[src/rtl/carry_pipe_pkg.sv]
// -----------------------------------------------------------------------------
// carry_pipe_pkg
// Shared constants and elaboration-time helpers for the carry_pipe block.
// The pipeline keeps its per-stage state in flat packed vectors whose slice
// widths shrink (forwarded operands) or grow (accumulated results) from stage
// to stage. The offset helpers below locate each stage's slice in those vectors.
// No ports (package).
// -----------------------------------------------------------------------------
package carry_pipe_pkg;

  // Largest chain length the block is intended to be built with.
  localparam int MAX_WIDTH = 64;

  // Number of pipeline stages for a given chain length and segment size.
  function automatic int stage_count(input int width, input int seg);
    return width / seg;
  endfunction

  // Bit offset of stage k's result slice. Stage k holds (k+1)*seg result bits,
  // so the offset is seg * (1 + 2 + ... + k).
  function automatic int res_off(input int k, input int seg);
    return seg * k * (k + 1) / 2;
  endfunction

  // Bit offset of stage k's forwarded (not yet evaluated) operand slice.
  // Stage j forwards width - (j+1)*seg bits; this sums that over j < k.
  function automatic int fwd_off(input int k, input int width, input int seg);
    return k * width - seg * k * (k + 1) / 2;
  endfunction

endpackage

[src/rtl/carry_seg.sv]
// -----------------------------------------------------------------------------
// carry_seg
// Purely combinational SEG-bit slice of the carry chain. Per bit i:
//   o[i]  = s[i] ^ c(i-1)
//   co[i] = s[i] ? c(i-1) : di[i]
//   c(i)  = co[i]
// Ports:
//   ci_i   : carry into the lowest bit of the slice
//   di_i   : per-bit generate/data input
//   s_i    : per-bit propagate select
//   o_o    : sum bits
//   co_o   : per-bit carry out
//   cout_o : carry out of the top bit (feeds the next slice)
// -----------------------------------------------------------------------------
module carry_seg
  import carry_pipe_pkg::*;
#(
  parameter int SEG = 4
) (
  input  logic           ci_i,
  input  logic [SEG-1:0] di_i,
  input  logic [SEG-1:0] s_i,
  output logic [SEG-1:0] o_o,
  output logic [SEG-1:0] co_o,
  output logic           cout_o
);

  always_comb begin
    logic c;
    c    = ci_i;
    o_o  = '0;
    co_o = '0;
    for (int i = 0; i < SEG; i++) begin
      o_o[i]  = s_i[i] ^ c;
      c       = s_i[i] ? c : di_i[i];
      co_o[i] = c;
    end
    cout_o = c;
  end

endmodule

[src/rtl/carry_pipe.sv]
// -----------------------------------------------------------------------------
// carry_pipe
// Pipelined carry chain: each stage evaluates SEG bits. Operand bits above the
// current stage travel forward unevaluated (skew), and finished result slices
// ride along until the last stage presents the whole word (deskew).
// A single global advance signal moves every stage at once, so a stalled
// output freezes the whole pipe.
// Optional feature: define CARRY_PIPE_OUTREG_EN to add one output register
// after the last stage (latency STAGES+1 instead of STAGES).
// Ports:
//   CLK       : clock, rising edge
//   RSTN      : asynchronous active-low reset
//   IN_VALID  : operand beat present
//   IN_READY  : beat accepted this cycle
//   CI        : carry in
//   CYINIT    : carry init, ORed with CI
//   DI        : per-bit generate/data input
//   S         : per-bit propagate select
//   OUT_VALID : result beat present
//   OUT_READY : consumer accepts the result
//   O         : sum bits
//   CO        : per-bit carry out
// -----------------------------------------------------------------------------
module carry_pipe
  import carry_pipe_pkg::*;
#(
  parameter int WIDTH = 16,
  parameter int SEG   = 4
) (
  input  logic             CLK,
  input  logic             RSTN,
  input  logic             IN_VALID,
  output logic             IN_READY,
  input  logic             CI,
  input  logic             CYINIT,
  input  logic [WIDTH-1:0] DI,
  input  logic [WIDTH-1:0] S,
  output logic             OUT_VALID,
  input  logic             OUT_READY,
  output logic [WIDTH-1:0] O,
  output logic [WIDTH-1:0] CO
);

  localparam int STAGES     = stage_count(WIDTH, SEG);
  localparam int RES_BITS   = res_off(STAGES, SEG);
  localparam int FWD_RAW    = fwd_off(STAGES - 1, WIDTH, SEG);
  // A single-stage pipe forwards nothing; the vectors are kept at least one
  // bit wide so the declarations stay legal.
  localparam int FWD_BITS   = (FWD_RAW > 0) ? FWD_RAW : 1;
  localparam int CARRY_BITS = (STAGES > 1) ? STAGES - 1 : 1;
  localparam int LAST_OFF   = res_off(STAGES - 1, SEG);

  logic                  advance;

  logic [STAGES-1:0]     valid_q;
  wire  [STAGES-1:0]     valid_d;
  logic [RES_BITS-1:0]   o_q;
  wire  [RES_BITS-1:0]   o_d;
  logic [RES_BITS-1:0]   co_q;
  wire  [RES_BITS-1:0]   co_d;
  logic [FWD_BITS-1:0]   di_q;
  wire  [FWD_BITS-1:0]   di_d;
  logic [FWD_BITS-1:0]   s_q;
  wire  [FWD_BITS-1:0]   s_d;
  logic [CARRY_BITS-1:0] carry_q;
  wire  [CARRY_BITS-1:0] carry_d;

  if (STAGES == 1) begin : g_no_fwd
    assign di_d    = '0;
    assign s_d     = '0;
    assign carry_d = '0;
  end

  for (genvar gi = 0; gi < STAGES; gi++) begin : g_stage
    localparam int ROFF = res_off(gi, SEG);

    logic           seg_ci;
    logic [SEG-1:0] seg_di;
    logic [SEG-1:0] seg_s;
    logic [SEG-1:0] seg_o;
    logic [SEG-1:0] seg_co;
    logic           seg_cout;

    carry_seg #(
      .SEG (SEG)
    ) u_seg (
      .ci_i   (seg_ci),
      .di_i   (seg_di),
      .s_i    (seg_s),
      .o_o    (seg_o),
      .co_o   (seg_co),
      .cout_o (seg_cout)
    );

    if (gi == 0) begin : g_head
      assign seg_ci            = CI | CYINIT;
      assign seg_di            = DI[SEG-1:0];
      assign seg_s             = S[SEG-1:0];
      assign valid_d[0]        = IN_VALID;
      assign o_d[ROFF +: SEG]  = seg_o;
      assign co_d[ROFF +: SEG] = seg_co;
    end else begin : g_body
      localparam int PFOFF = fwd_off(gi - 1, WIDTH, SEG);
      localparam int PROFF = res_off(gi - 1, SEG);
      // The lowest SEG bits of the previous stage's forwarded operands are
      // exactly this stage's slice.
      assign seg_ci      = carry_q[gi-1];
      assign seg_di      = di_q[PFOFF +: SEG];
      assign seg_s       = s_q[PFOFF +: SEG];
      assign valid_d[gi] = valid_q[gi-1];
      // New slice goes on top of the finished lower bits.
      assign o_d[ROFF +: (gi+1)*SEG]  = {seg_o,  o_q[PROFF +: gi*SEG]};
      assign co_d[ROFF +: (gi+1)*SEG] = {seg_co, co_q[PROFF +: gi*SEG]};
    end

    if (gi < STAGES - 1) begin : g_fwd
      localparam int FOFF = fwd_off(gi, WIDTH, SEG);
      localparam int RW   = WIDTH - (gi + 1) * SEG;
      assign carry_d[gi] = seg_cout;
      if (gi == 0) begin : g_src_in
        assign di_d[FOFF +: RW] = DI[WIDTH-1:SEG];
        assign s_d[FOFF +: RW]  = S[WIDTH-1:SEG];
      end else begin : g_src_fwd
        localparam int PFOFF2 = fwd_off(gi - 1, WIDTH, SEG);
        assign di_d[FOFF +: RW] = di_q[PFOFF2 + SEG +: RW];
        assign s_d[FOFF +: RW]  = s_q[PFOFF2 + SEG +: RW];
      end
    end else begin : g_tail
      // The final carry is already visible as the top CO bit.
      wire cout_unused = seg_cout;
    end
  end

  always_ff @(posedge CLK or negedge RSTN) begin
    if (!RSTN) begin
      valid_q <= '0;
      o_q     <= '0;
      co_q    <= '0;
      di_q    <= '0;
      s_q     <= '0;
      carry_q <= '0;
    end else if (advance) begin
      valid_q <= valid_d;
      o_q     <= o_d;
      co_q    <= co_d;
      di_q    <= di_d;
      s_q     <= s_d;
      carry_q <= carry_d;
    end
  end

`ifdef CARRY_PIPE_OUTREG_EN
  logic             out_valid_q;
  logic [WIDTH-1:0] out_o_q;
  logic [WIDTH-1:0] out_co_q;

  always_ff @(posedge CLK or negedge RSTN) begin
    if (!RSTN) begin
      out_valid_q <= 1'b0;
      out_o_q     <= '0;
      out_co_q    <= '0;
    end else if (advance) begin
      out_valid_q <= valid_q[STAGES-1];
      out_o_q     <= o_q[LAST_OFF +: WIDTH];
      out_co_q    <= co_q[LAST_OFF +: WIDTH];
    end
  end

  assign OUT_VALID = out_valid_q;
  assign O         = out_o_q;
  assign CO        = out_co_q;
`else
  assign OUT_VALID = valid_q[STAGES-1];
  assign O         = o_q[LAST_OFF +: WIDTH];
  assign CO        = co_q[LAST_OFF +: WIDTH];
`endif

  // Global stall: everything moves only when the output slot is free or taken.
  assign advance  = !OUT_VALID || OUT_READY;
  assign IN_READY = advance;

endmodule
[config.mk]
export PLATFORM = sky130hd
export DESIGN_NAME = carry_pipe
export DESIGN_NICKNAME = d
export VERILOG_FILES = /design/src/rtl/carry_pipe_pkg.sv /design/src/rtl/carry_seg.sv /design/src/rtl/carry_pipe.sv
export SDC_FILE = /design/constraint.sdc
export NUM_CORES = 1
export LEC_CHECK = 0
export CORE_ASPECT_RATIO = 0.8
export CORE_MARGIN = 1
export CORE_UTILIZATION = 40
export CTS_CLUSTER_SIZE = 12
export DETAILED_ROUTE_END_ITERATION = 8
export PLACE_DENSITY = 0.64
export SKIP_LAST_GASP = 1
export SYNTH_ARGS = -nofsm -noshare
export SYNTH_HDL_FRONTEND = slang
export SYNTH_SLANG_ARGS = --single-unit
[constraint.sdc]
create_clock -name CLK -period 1.2 [get_ports CLK]
set_input_delay 0.18 -clock CLK [delete_from_list [all_inputs] [get_ports CLK]]
set_output_delay 0.18 -clock CLK [all_outputs]
set_load 0.05 [all_outputs]
==> results.yml, run 1 <==
sta:
  clock.fmax_ghz: 0.695
  layout_setup_ws_ns: -0.239
  finalCritPeriodShare_pct: 120
  slew_viol_final: 0
  worstMarginPinSlew_ns: 0.336
  max_slew_margin_pct: 77.6
  setup_violations: 127
  rsz0062_at_grt: "true"
  fin_skew_ns: 0.00743
  finalSetupTns_ns: -13.34
  timing.hold.ws_ns: 0.225
  fin_crit_ns: 1.44
  finalHoldViolCount: 0
clocking:
  cts_tree: "built"
  clk_latency_ns: 0.41
  cts_num_sinks: 132
  htreeDepth: 4
  cts_buffers: 17
  cts.clk_slew.worst_paths_ns: 0.06
  clk_path_buf_depth: 2
  root_buffer: "clkbuf_16"
status:
  violations: "negative setup slack"
  status: "finished with violations"
power:
  p_sw_share_pct: 37.3
  leakage_uw: 0.00395
  seqPwrFrac_pct: 33.9
  p_sw_uw: 8990
  max-vdd-ir-drop_mv: 1.65
  power.density_nw_per_um2: 3000
  p_comb_share_pct: 44.3
  internal-power_uw: 15100
  clkPwrFrac_pct: 21.9
synth:
  synth_warnings: 0
  yosysUniqueCellTypes: 30
  synth_edf_count: 0
  synth.cell_area_um2: 5470
  postSynthCellCount: 603
  async_flop_share_pct: 100
  postSynthAreaPerCell_um2: 9.07
  synth-seq-cells: 132
  seq_area_frac_synth_pct: 60.4
  synthFlopType: "dfrtp_1"
  syn_nets: 641
critical_path:
  critical-path-top-delay-family: "flip-flops"
  start_kind: "register"
  path_cells: "and2b_4 > inv_4 > buf_8 > buf_8"
  cp-end-kind: "primary output"
  crit_buf_inv: 3
  cp.arrival_ns: 1.26
  critPathMaxFanout: 4
  crit_slowest_cell: "dfrtp_2"
  cp.required_ns: 1.02
  criticalPathCategory: "register to primary output"
  cp_slowest_stage_delay_ns: 0.39
  critPathMostFrequentCell: "buf_8"
final_layout:
  drive_above_1_share_pct: 26.6
  final_cell_mix: "nand2_1, dfrtp_1, buf_12"
  nNetsFinal: 732
  stdcell_count: 882
  final_common_cell: "nand2_1"
  antenna_cells: 0
  syn_to_final_growth_pct: 47.0
die:
  fp.dieH_um: 107
  rows: 37
  core_um2: 13100
  ios: 72
  die_area_um2: 14100
  initial_core_util_pct: 41.7
  die-width_um: 133
placement:
  place_congestion: 0.801
  place_hpwl_um: 7690
  port_buffers: 71
  placedCellCount: 830
global_route:
  grt_pass1_vias: 4132
  grt_usage_pct: 18.0
  grt_max_degree: 34
  grt_pass1_wl_um: 20200
  antenna_found_initial: 0
  grt_overflow: 0
detailed_routing:
  drt_wl_total_um: 12300
  first_iter_violations: 225
  drt-vias-per-instance: 4.73
  vias: 4169
  route.detailed.wl_per_inst_um: 13.9
  dr.pass1.iters: 4
  postRouteAntennaNets: 0
  drc: 0
job:
  cap_violations: 0
min_path:
  hold_path.class: "input pin to asynchronous set/reset pin"
cell type report:
type,count,area [um^2]
fillers,994,5070
flip-flops and latches,132,3300
multi-input cells,407,2000
repair buffers,132,1880
clock buffers,17,425
well taps,175,219
clock inverters,15,183
inverters,4,17.5
cells by family (layout without fill, tap and decap cells):
group | Yosys count | after routing | share of synthesized area, %
and+or+nand+nor | 340 | 340 | 24.3
DFF | 132 | 132 | 60.4
buffers and inverters | 64 | 168 | 6.73
AOI/OAI and AO/OA | 45 | 45 | 4.78
xor gates and xnor gates | 15 | 15 | 2.40
muxes | 7 | 7 | 1.37
registers in the layout, indices dropped and copies added (netlist names):
register  flops
di_q         24
co_q         40
o_q          40
valid_q       4
s_q          24
layer usage:
metal | GRT usage, % | share of wire [%] | vias to the layer above
met5 | 0 | 0 | -
met4 | 7.06 | 1.2 | 0
li1 | - | - | 2045
met1 | 24.2 | 46 | 2022
met3 | 3.40 | 3.9 | 13
met2 | 28.8 | 49 | 89
worst reg2reg max path: cells and delay by family, from the launching register on:
kind	cells	cell delay, ns
DFF	1	0.39
and+or+nand+nor	3	0.32
buffers and inverters	4	0.67
path summary, 6_finish.rpt:
kind | to | slack, ns | start | cells after the start
worst min register to register | valid_q[2] | 0.46 | valid_q[2] | 2
min in group CLK | di_q[7] | 0.30 | DI[11] | 3
max in group asynchronous | o_q[6] | 0.51 | RSTN | 3
worst max-delay path | IN_READY | -0.24 | valid_q[3] | 4
worst max register to register | o_q[35] | -0.22 | valid_q[3] | 7
worst min-delay path | valid_q[0] | 0.23 | RSTN | 2
power groups by stage:
| stage | logic [uW] | registers (uW) | clock network, uW |
|---|---|---|---|
| 6_report | 10700 | 8150 | 5270 |
| 3_3_place_gp | 9210 | 7990 | 0 |
| 5_1_grt | 11500 | 8410 | 5560 |
| 2_1_floorplan | 6500 | 7470 | 0 |
| 3_5_place_dp | 9370 | 8090 | 0 |
| 4_1_cts | 10100 | 8060 | 5320 |
Yosys cell counts (2+ instances only):
library cell	n	share of area [%]
mux2_2	3	0.62
clkbuf_1	8	0.55
nor2_1	23	1.6
xor2_1	7	1.1
o21ai_0	12	1.1
inv_1	3	0.21
buf_1	14	0.96
buf_4	32	4.4
a21o_1	3	0.41
a21oi_1	20	1.8
nand3b_1	3	0.41
buf_2	6	0.55
nand2_1	306	21
o221a_2	3	0.62
xnor2_1	8	1.3
nand2b_1	2	0.23
dfrtp_1	132	60
mux2i_1	3	0.55
o21ai_1	4	0.37
metrics by stage:
stage | utilization, % | total power (uW) | area (um^2) | worst slack (ns)
4_1_cts | 59.1 | 23500 | 7740 | -0.253
3_3_place_gp | 52.3 | 17200 | 6850 | -0.471
2_1_floorplan | - | 14000 | 5680 | -0.241
5_1_grt | 61.3 | 25500 | 8040 | -0.277
3_5_place_dp | 52.3 | 17500 | 6850 | -0.541
6_report | 61.3 | 24100 | 8040 | -0.239
repair_timing:
action,in CTS,in global routing
pin swaps,1,11
cloned,5,5
endpoints found under the setup margin,78,135
resized for setup,28,44
buffers inserted,5,5
hold buffers,1,0
hold endpoints to repair,132,0
No activity file was read; power rests on OpenSTA's default activity.
==> inputs of run 2 (changes only) <==
Settings changed: GPL_ROUTABILITY_DRIVEN set to 1.
==> results of run 2 <==
The final DEF is identical to that of run 1; final timing and power are the same.
